<file path="src/rtl/bsg_upstream_out_pkg.sv">
// Shared types and elaboration helpers for the upstream output serializer.
package bsg_upstream_out_pkg;

    typedef enum logic {
        IDLE = 1'b0,
        SEND = 1'b1
    } state_e;

    function automatic int calc_beats(int word_w, int num_ch, int ch_w);
        return word_w / (num_ch * ch_w);
    endfunction

    function automatic int calc_cnt_w(int credits);
        return $clog2(credits) + 1;
    endfunction

    function automatic int calc_beat_w(int beats);
        return (beats > 1) ? $clog2(beats) : 1;
    endfunction

    function automatic bit cfg_ok(int word_w, int num_ch, int ch_w, int credits);
        int beats;
        beats = calc_beats(word_w, num_ch, ch_w);
        return (beats >= 1)
            && (word_w == beats * num_ch * ch_w)
            && (credits >= 2)
            && ((credits & (credits - 1)) == 0);
    endfunction

endpackage

</file>
<file path="src/rtl/bsg_upstream_out_serializer_credit_counter.sv">
// Sent/finished word counters with token-based credit and underflow flag.
module bsg_upstream_credit_counter
    import bsg_upstream_out_pkg::*;
#(
    parameter int CREDITS = 64,
    parameter int CNT_W   = calc_cnt_w(CREDITS)
) (
    input  logic             clk,
    input  logic             rst,
    input  logic             accept_i,
    input  logic             token_i,
    output logic             credit_ok_o,
    output logic [CNT_W-1:0] outstanding_o,
    output logic             token_err_o
);

    logic [CNT_W-1:0] sent_q, sent_d;
    logic [CNT_W-1:0] finish_q, finish_d;
    logic             err_q, err_d;
    logic             none_out;

    // Modular difference stays correct across counter wrap.
    assign outstanding_o = sent_q - finish_q;
    assign none_out      = (outstanding_o == '0);
    assign credit_ok_o   = outstanding_o < CNT_W'(CREDITS);
    assign token_err_o   = err_q;

    always_comb begin
        sent_d   = sent_q;
        finish_d = finish_q;
        err_d    = err_q;
        if (accept_i) begin
            sent_d = sent_q + CNT_W'(1);
        end
        if (token_i) begin
            if (none_out) begin
                err_d = 1'b1;
            end else begin
                finish_d = finish_q + CNT_W'(1);
            end
        end
    end

    always_ff @(posedge clk) begin
        if (rst) begin
            sent_q   <= '0;
            finish_q <= '0;
            err_q    <= 1'b0;
        end else begin
            sent_q   <= sent_d;
            finish_q <= finish_d;
            err_q    <= err_d;
        end
    end

endmodule

</file>
<file path="src/rtl/bsg_upstream_out_serializer.sv">
// Core-word to multi-channel beat serializer with token credit flow control.
// Optional per-channel parity output enabled by BSG_UPSTREAM_OUT_PARITY_EN.
module bsg_upstream_out_serializer
    import bsg_upstream_out_pkg::*;
#(
    parameter int WORD_W  = 64,
    parameter int NUM_CH  = 2,
    parameter int CH_W    = 8,
    parameter int CREDITS = 64,
    localparam int CNT_W  = calc_cnt_w(CREDITS),
    localparam int BW     = NUM_CH * CH_W
) (
    input  logic              clk,
    input  logic              rst,
    input  logic              core_valid_i,
    input  logic [WORD_W-1:0] core_data_i,
    output logic              core_ready_o,
    input  logic              io_token_i,
    output logic              io_valid_o,
    output logic [BW-1:0]     io_data_o,
    output logic [CNT_W-1:0]  outstanding_o,
`ifdef BSG_UPSTREAM_OUT_PARITY_EN
    output logic [NUM_CH-1:0] io_parity_o,
`endif
    output logic              token_err_o
);

    localparam int BEATS  = calc_beats(WORD_W, NUM_CH, CH_W);
    localparam int BEAT_W = calc_beat_w(BEATS);

    if (!cfg_ok(WORD_W, NUM_CH, CH_W, CREDITS)) begin : g_bad_cfg
        $error("bsg_upstream_out_serializer: illegal parameter set");
    end

    state_e            state_q, state_d;
    logic [BEAT_W-1:0] beat_q, beat_d;
    logic [WORD_W-1:0] shift_q, shift_d;
    logic              io_valid_q, io_valid_d;
    logic [BW-1:0]     io_data_q, io_data_d;
    logic              credit_ok;
    logic              last_beat;
    logic              slot_free;
    logic              accept;

    assign last_beat    = (beat_q == BEAT_W'(BEATS - 1));
    assign slot_free    = (state_q == IDLE) || last_beat;
    assign core_ready_o = !rst && credit_ok && slot_free;
    assign accept       = core_valid_i && core_ready_o;

    bsg_upstream_credit_counter #(
        .CREDITS(CREDITS),
        .CNT_W  (CNT_W)
    ) u_credit (
        .clk          (clk),
        .rst          (rst),
        .accept_i     (accept),
        .token_i      (io_token_i),
        .credit_ok_o  (credit_ok),
        .outstanding_o(outstanding_o),
        .token_err_o  (token_err_o)
    );

    always_ff @(posedge clk) begin
        if (rst) begin
            state_q <= IDLE;
        end else begin
            state_q <= state_d;
        end
    end

    always_comb begin
        state_d = state_q;
        unique case (state_q)
            IDLE: if (accept) state_d = SEND;
            SEND: if (last_beat && !accept) state_d = IDLE;
            default: state_d = IDLE;
        endcase
    end

    // Beat 0 is loaded straight from the core so it appears the cycle after accept.
    always_comb begin
        beat_d     = beat_q;
        shift_d    = shift_q;
        io_valid_d = 1'b0;
        io_data_d  = io_data_q;
        if (accept) begin
            io_valid_d = 1'b1;
            io_data_d  = core_data_i[BW-1:0];
            shift_d    = core_data_i >> BW;
            beat_d     = '0;
        end else if (state_q == SEND && !last_beat) begin
            io_valid_d = 1'b1;
            io_data_d  = shift_q[BW-1:0];
            shift_d    = shift_q >> BW;
            beat_d     = beat_q + BEAT_W'(1);
        end
    end

    always_ff @(posedge clk) begin
        if (rst) begin
            beat_q     <= '0;
            shift_q    <= '0;
            io_valid_q <= 1'b0;
            io_data_q  <= '0;
        end else begin
            beat_q     <= beat_d;
            shift_q    <= shift_d;
            io_valid_q <= io_valid_d;
            io_data_q  <= io_data_d;
        end
    end

    assign io_valid_o = io_valid_q;
    assign io_data_o  = io_data_q;

`ifdef BSG_UPSTREAM_OUT_PARITY_EN
    logic [NUM_CH-1:0] parity_q, parity_d;

    always_comb begin
        parity_d = '0;
        for (int c = 0; c < NUM_CH; c++) begin
            parity_d[c] = ^io_data_d[c*CH_W +: CH_W];
        end
    end

    always_ff @(posedge clk) begin
        if (rst) begin
            parity_q <= '0;
        end else begin
            parity_q <= parity_d;
        end
    end

    assign io_parity_o = parity_q;
`endif

endmodule
</file>
<file path="config.mk">
export PLATFORM = sky130hd
export DESIGN_NAME = bsg_upstream_out_serializer
export DESIGN_NICKNAME = d
export VERILOG_FILES = /design/src/rtl/bsg_upstream_out_pkg.sv /design/src/rtl/bsg_upstream_out_serializer_credit_counter.sv /design/src/rtl/bsg_upstream_out_serializer.sv
export SDC_FILE = /design/constraint.sdc
export NUM_CORES = 1
export LEC_CHECK = 0
export CAP_MARGIN = 15
export CORE_UTILIZATION = 30
export DETAILED_ROUTE_END_ITERATION = 7
export GPL_TIMING_DRIVEN = 1
export PLACE_DENSITY_LB_ADDON = 0.25
export SYNTH_ARGS = -nofsm -noshare
export SYNTH_HDL_FRONTEND = slang
export SYNTH_SLANG_ARGS = --single-unit
</file>
<file path="constraint.sdc">
create_clock -name clk -period 4.6 [get_ports clk]
set_clock_uncertainty 0.15 [all_clocks]
set_input_delay 0.92 -clock clk [delete_from_list [all_inputs] [get_ports clk]]
set_output_delay 0.92 -clock clk [all_outputs]
set_load 0.01 [all_outputs]
</file>
==> results_dict.tcl <==
set metrics [dict create \
    status "complete, no violations" \
    grt_first_pass_wirelength_um 16400 \
    setup_tns_ns 0 \
    fin_nets 612 \
    drc_errors 0 \
    vias 3471 \
    fillers 1243 \
    p_leak_nw 1.77 \
    synth_compound_area_share_pct 21.5 \
    yosysUniqueCellTypes 45 \
    hold_viol 0 \
    io_pins 94 \
    drt-total-wl_um 10000 \
    slew_viol_final 0 \
    initial_core_util_pct 31.1 \
    clockRootBuffer "clkbuf_16" \
    synth_top_family_by_area "compound AO/OA/AOI/OAI gates" \
    ant_nets 0 \
    p_int_mw 1.50 \
    synth_area_leader_cell "dfxtp_1" \
    path_clk_slew_ns 0.06 \
    yosysSeqAreaShare_pct 44.2 \
    antenna_found_initial 0 \
    syn_area_mm2 0.00376 \
    drt_pass1_iterations 5 \
    peakVddDrop_mv 0.206 \
    p_sw_mw 0.657 \
    p_per_area_mw_per_mm2 423 \
    cp.required_ns 3.53 \
    synth.area.top_cells "dfxtp_1 44%, nand2_1 9.4%, a21oi_1 7.4%" \
    drtIter0Drc 246 \
    die_area_mm2 0.0130 \
    routed_via_density 4.91 \
    die_w_um 114 \
    cp-start-kind "flop" \
    hold_path_class "reg2reg" \
    ys_ff_latch 83 \
    yosys.area_share.simple_pct 21.4 \
    post_cts.repair.setup_buffers 0 \
    min_period_ns 3.92 \
    syn_to_final_growth_pct 35.3 \
    cts.path.max_buffers 2 \
    place_congestion 0.805 \
    post_drt_wl_per_cell_um 14.2 \
    synthMuxAreaShare_pct 2.43 \
    seqPwrFrac_pct 39.0 \
    core_area_mm2 0.0121 \
    fin_cells 707 \
    synth_xor_area_share_pct 1.63 \
    grtUsageTotal_pct 15.9 \
    synthCells 461 \
    rsz0062_at_grt "false" \
    maxCapViolCount 0 \
    slew_headroom_pct 39.2 \
    grt_max_degree 68 \
    swShare_pct 30.5 \
    port_buffers 93 \
    grt_pass1_vias 3352 \
    worstPathArrival_ns 2.85 \
    timing.final.crit_share_pct 85.1 \
    critical_path_class "reg2out" \
    yosys_warnings 0 \
    ctsHoldBuffers 0 \
    dpl.hpwl_um 6710 \
    rows 40 \
    clkLatencyLatePin_ns 0.33 \
    grt_overflow 0 \
    clkSinkCount 83 \
    pwr-share-comb_pct 27.7 \
    yosysTopAreaCellShare_pct 44.2 \
    synthAdderAreaFrac_pct 3.53 \
    final_layout_size_suffix_gt1_share_pct 5.94 \
    cts_tree "built" \
    finalSetupViolCount 0 \
    endpoint_kind "output pin" \
    ctsResizeCount 0 \
    synth_fp_nets 539 \
    synth.avg_cell_area_um2 8.16 \
    fmax_ghz 0.255 \
    antenna_cells 0 \
    cts_made_buffers 9 \
    clkPwrFrac_pct 33.3 \
    cp_max_fo 5 \
    dp_cells 691 \
    tightest_slew_ns 0.912 \
    htree_levels 3 \
    die_h_um 114 \
]
-- placed cells by master, fill, tap and decap left out, drive strengths merged, types with 3 or more instances in the layout --
master	instances
nand2b	5
nor2	39
a21oi	57
dfxtp	83
nand3	21
nand2	94
buf	6
a311oi	21
inv	12
nor2b	3
clkdlybuf4s50	92
or3	3
ha	9
xor2	3
mux2	6
a22oi	27
xnor2	4
nand4	6
o21ai	6
nor3	4
clkinvlp	3
clkbuf	10
-- final timing paths --
kind	start	depth (start not counted)	slack (ns)	end
worst max-delay path	u_credit.sent_q[0]	10	0.68	core_ready_o
worst min-delay path	shift_q[12]	2	0.31	shift_q[12]
worst max register to register	u_credit.sent_q[0]	10	1.39	shift_q[14]
worst min register to register	shift_q[12]	2	0.31	shift_q[12]
-- sequential cells by signal, indices dropped and copies added, names as in the netlist --
register              count
io_valid_o                1
io_data_o                16
u_credit.token_err_o      1
u_credit.sent_q           7
u_credit.finish_q         7
state_q                   1
shift_q                  48
beat_q                    2
-- critical path, cell delays in order (launching register included) --
cell	delay [ns]
dfxtp_1	0.36
inv_1	0.08
ha_1	0.15
inv_1	0.05
fa_1	0.39
a21o_1	0.21
and4_2	0.26
o21ai_2	0.18
nand2_1	0.09
nor3_1	0.17
clkdlybuf4s50_1	0.56
-- metal layers --
metal | part of all wire (%) | track usage, %
met1 | 49 | 22.4
met2 | 43 | 23.3
met3 | 5.5 | 3.40
met4 | 1.8 | 7.01
met5 | 0 | 0
-- stage by stage --
step | hold slack, ns | power (mW) | utilization (%) | instance area [um2] | setup slack (ns)
after floorplan | 0.287 | 1.20 | - | 3760 | 1.55
after global placement | 0.294 | 1.45 | 39.6 | 4790 | 1.10
after detailed placement | 0.298 | 1.46 | 39.6 | 4790 | 1.05
after CTS | 0.308 | 2.18 | 42.0 | 5090 | 0.675
after global routing | 0.328 | 2.28 | 42.0 | 5090 | 0.547
final | 0.306 | 2.15 | 42.0 | 5090 | 0.684
-- Yosys cell counts (all sizes together) --
cell type / count
a2111o: 1
a21boi: 1
a21o: 1
a21oi: 57
a22oi: 27
a311oi: 21
a31oi: 1
a41oi: 1
and2: 1
and3: 2
and4: 2
buf: 15
clkbuf: 21
dfxtp: 83
fa: 1
ha: 9
inv: 12
mux2: 6
mux2i: 2
nand2: 94
nand2b: 5
nand3: 21
nand3b: 1
nand4: 6
nor2: 39
nor2b: 3
nor3: 4
nor4: 1
o2111ai: 1
o211a: 1
o21ai: 6
o21ba: 1
o311ai: 2
o41ai: 1
or2: 1
or3: 3
xnor2: 4
xor2: 3
-- power by group through the flow --
| stage | combinational (mW) | sequential [mW] | clock (mW) |
|---|---|---|---|
| CTS | 0.603 | 0.840 | 0.736 |
| finish | 0.597 | 0.840 | 0.716 |
| global placement | 0.595 | 0.852 | 0 |
| global route | 0.656 | 0.848 | 0.771 |
| detailed placement | 0.600 | 0.855 | 0 |
| floorplan | 0.349 | 0.856 | 0 |
-- cell families after synthesis --
group	Yosys count
adders and majority gates	10
DFF	83
muxes	8
and+or+nand+nor	183
xor gates and xnor gates	7
buffers and inverters	48
AOI/OAI and AO/OA	122
-- area by class of cell --
| type | count | area, um2 | area share [%] |
|---|---|---|---|
| Tap cell | 168 | 210 | 4.13 |
| Timing Repair Buffer | 98 | 963 | 18.9 |
| Clock inverter | 6 | 66.3 | 1.30 |
| Clock buffer | 10 | 229 | 4.50 |
| Sequential cell | 83 | 1660 | 32.6 |
| Multi-Input combinational cell | 330 | 1910 | 37.6 |
| Inverter | 12 | 45.0 | 0.885 |
Note: power is estimated with default switching activity, not from simulation.
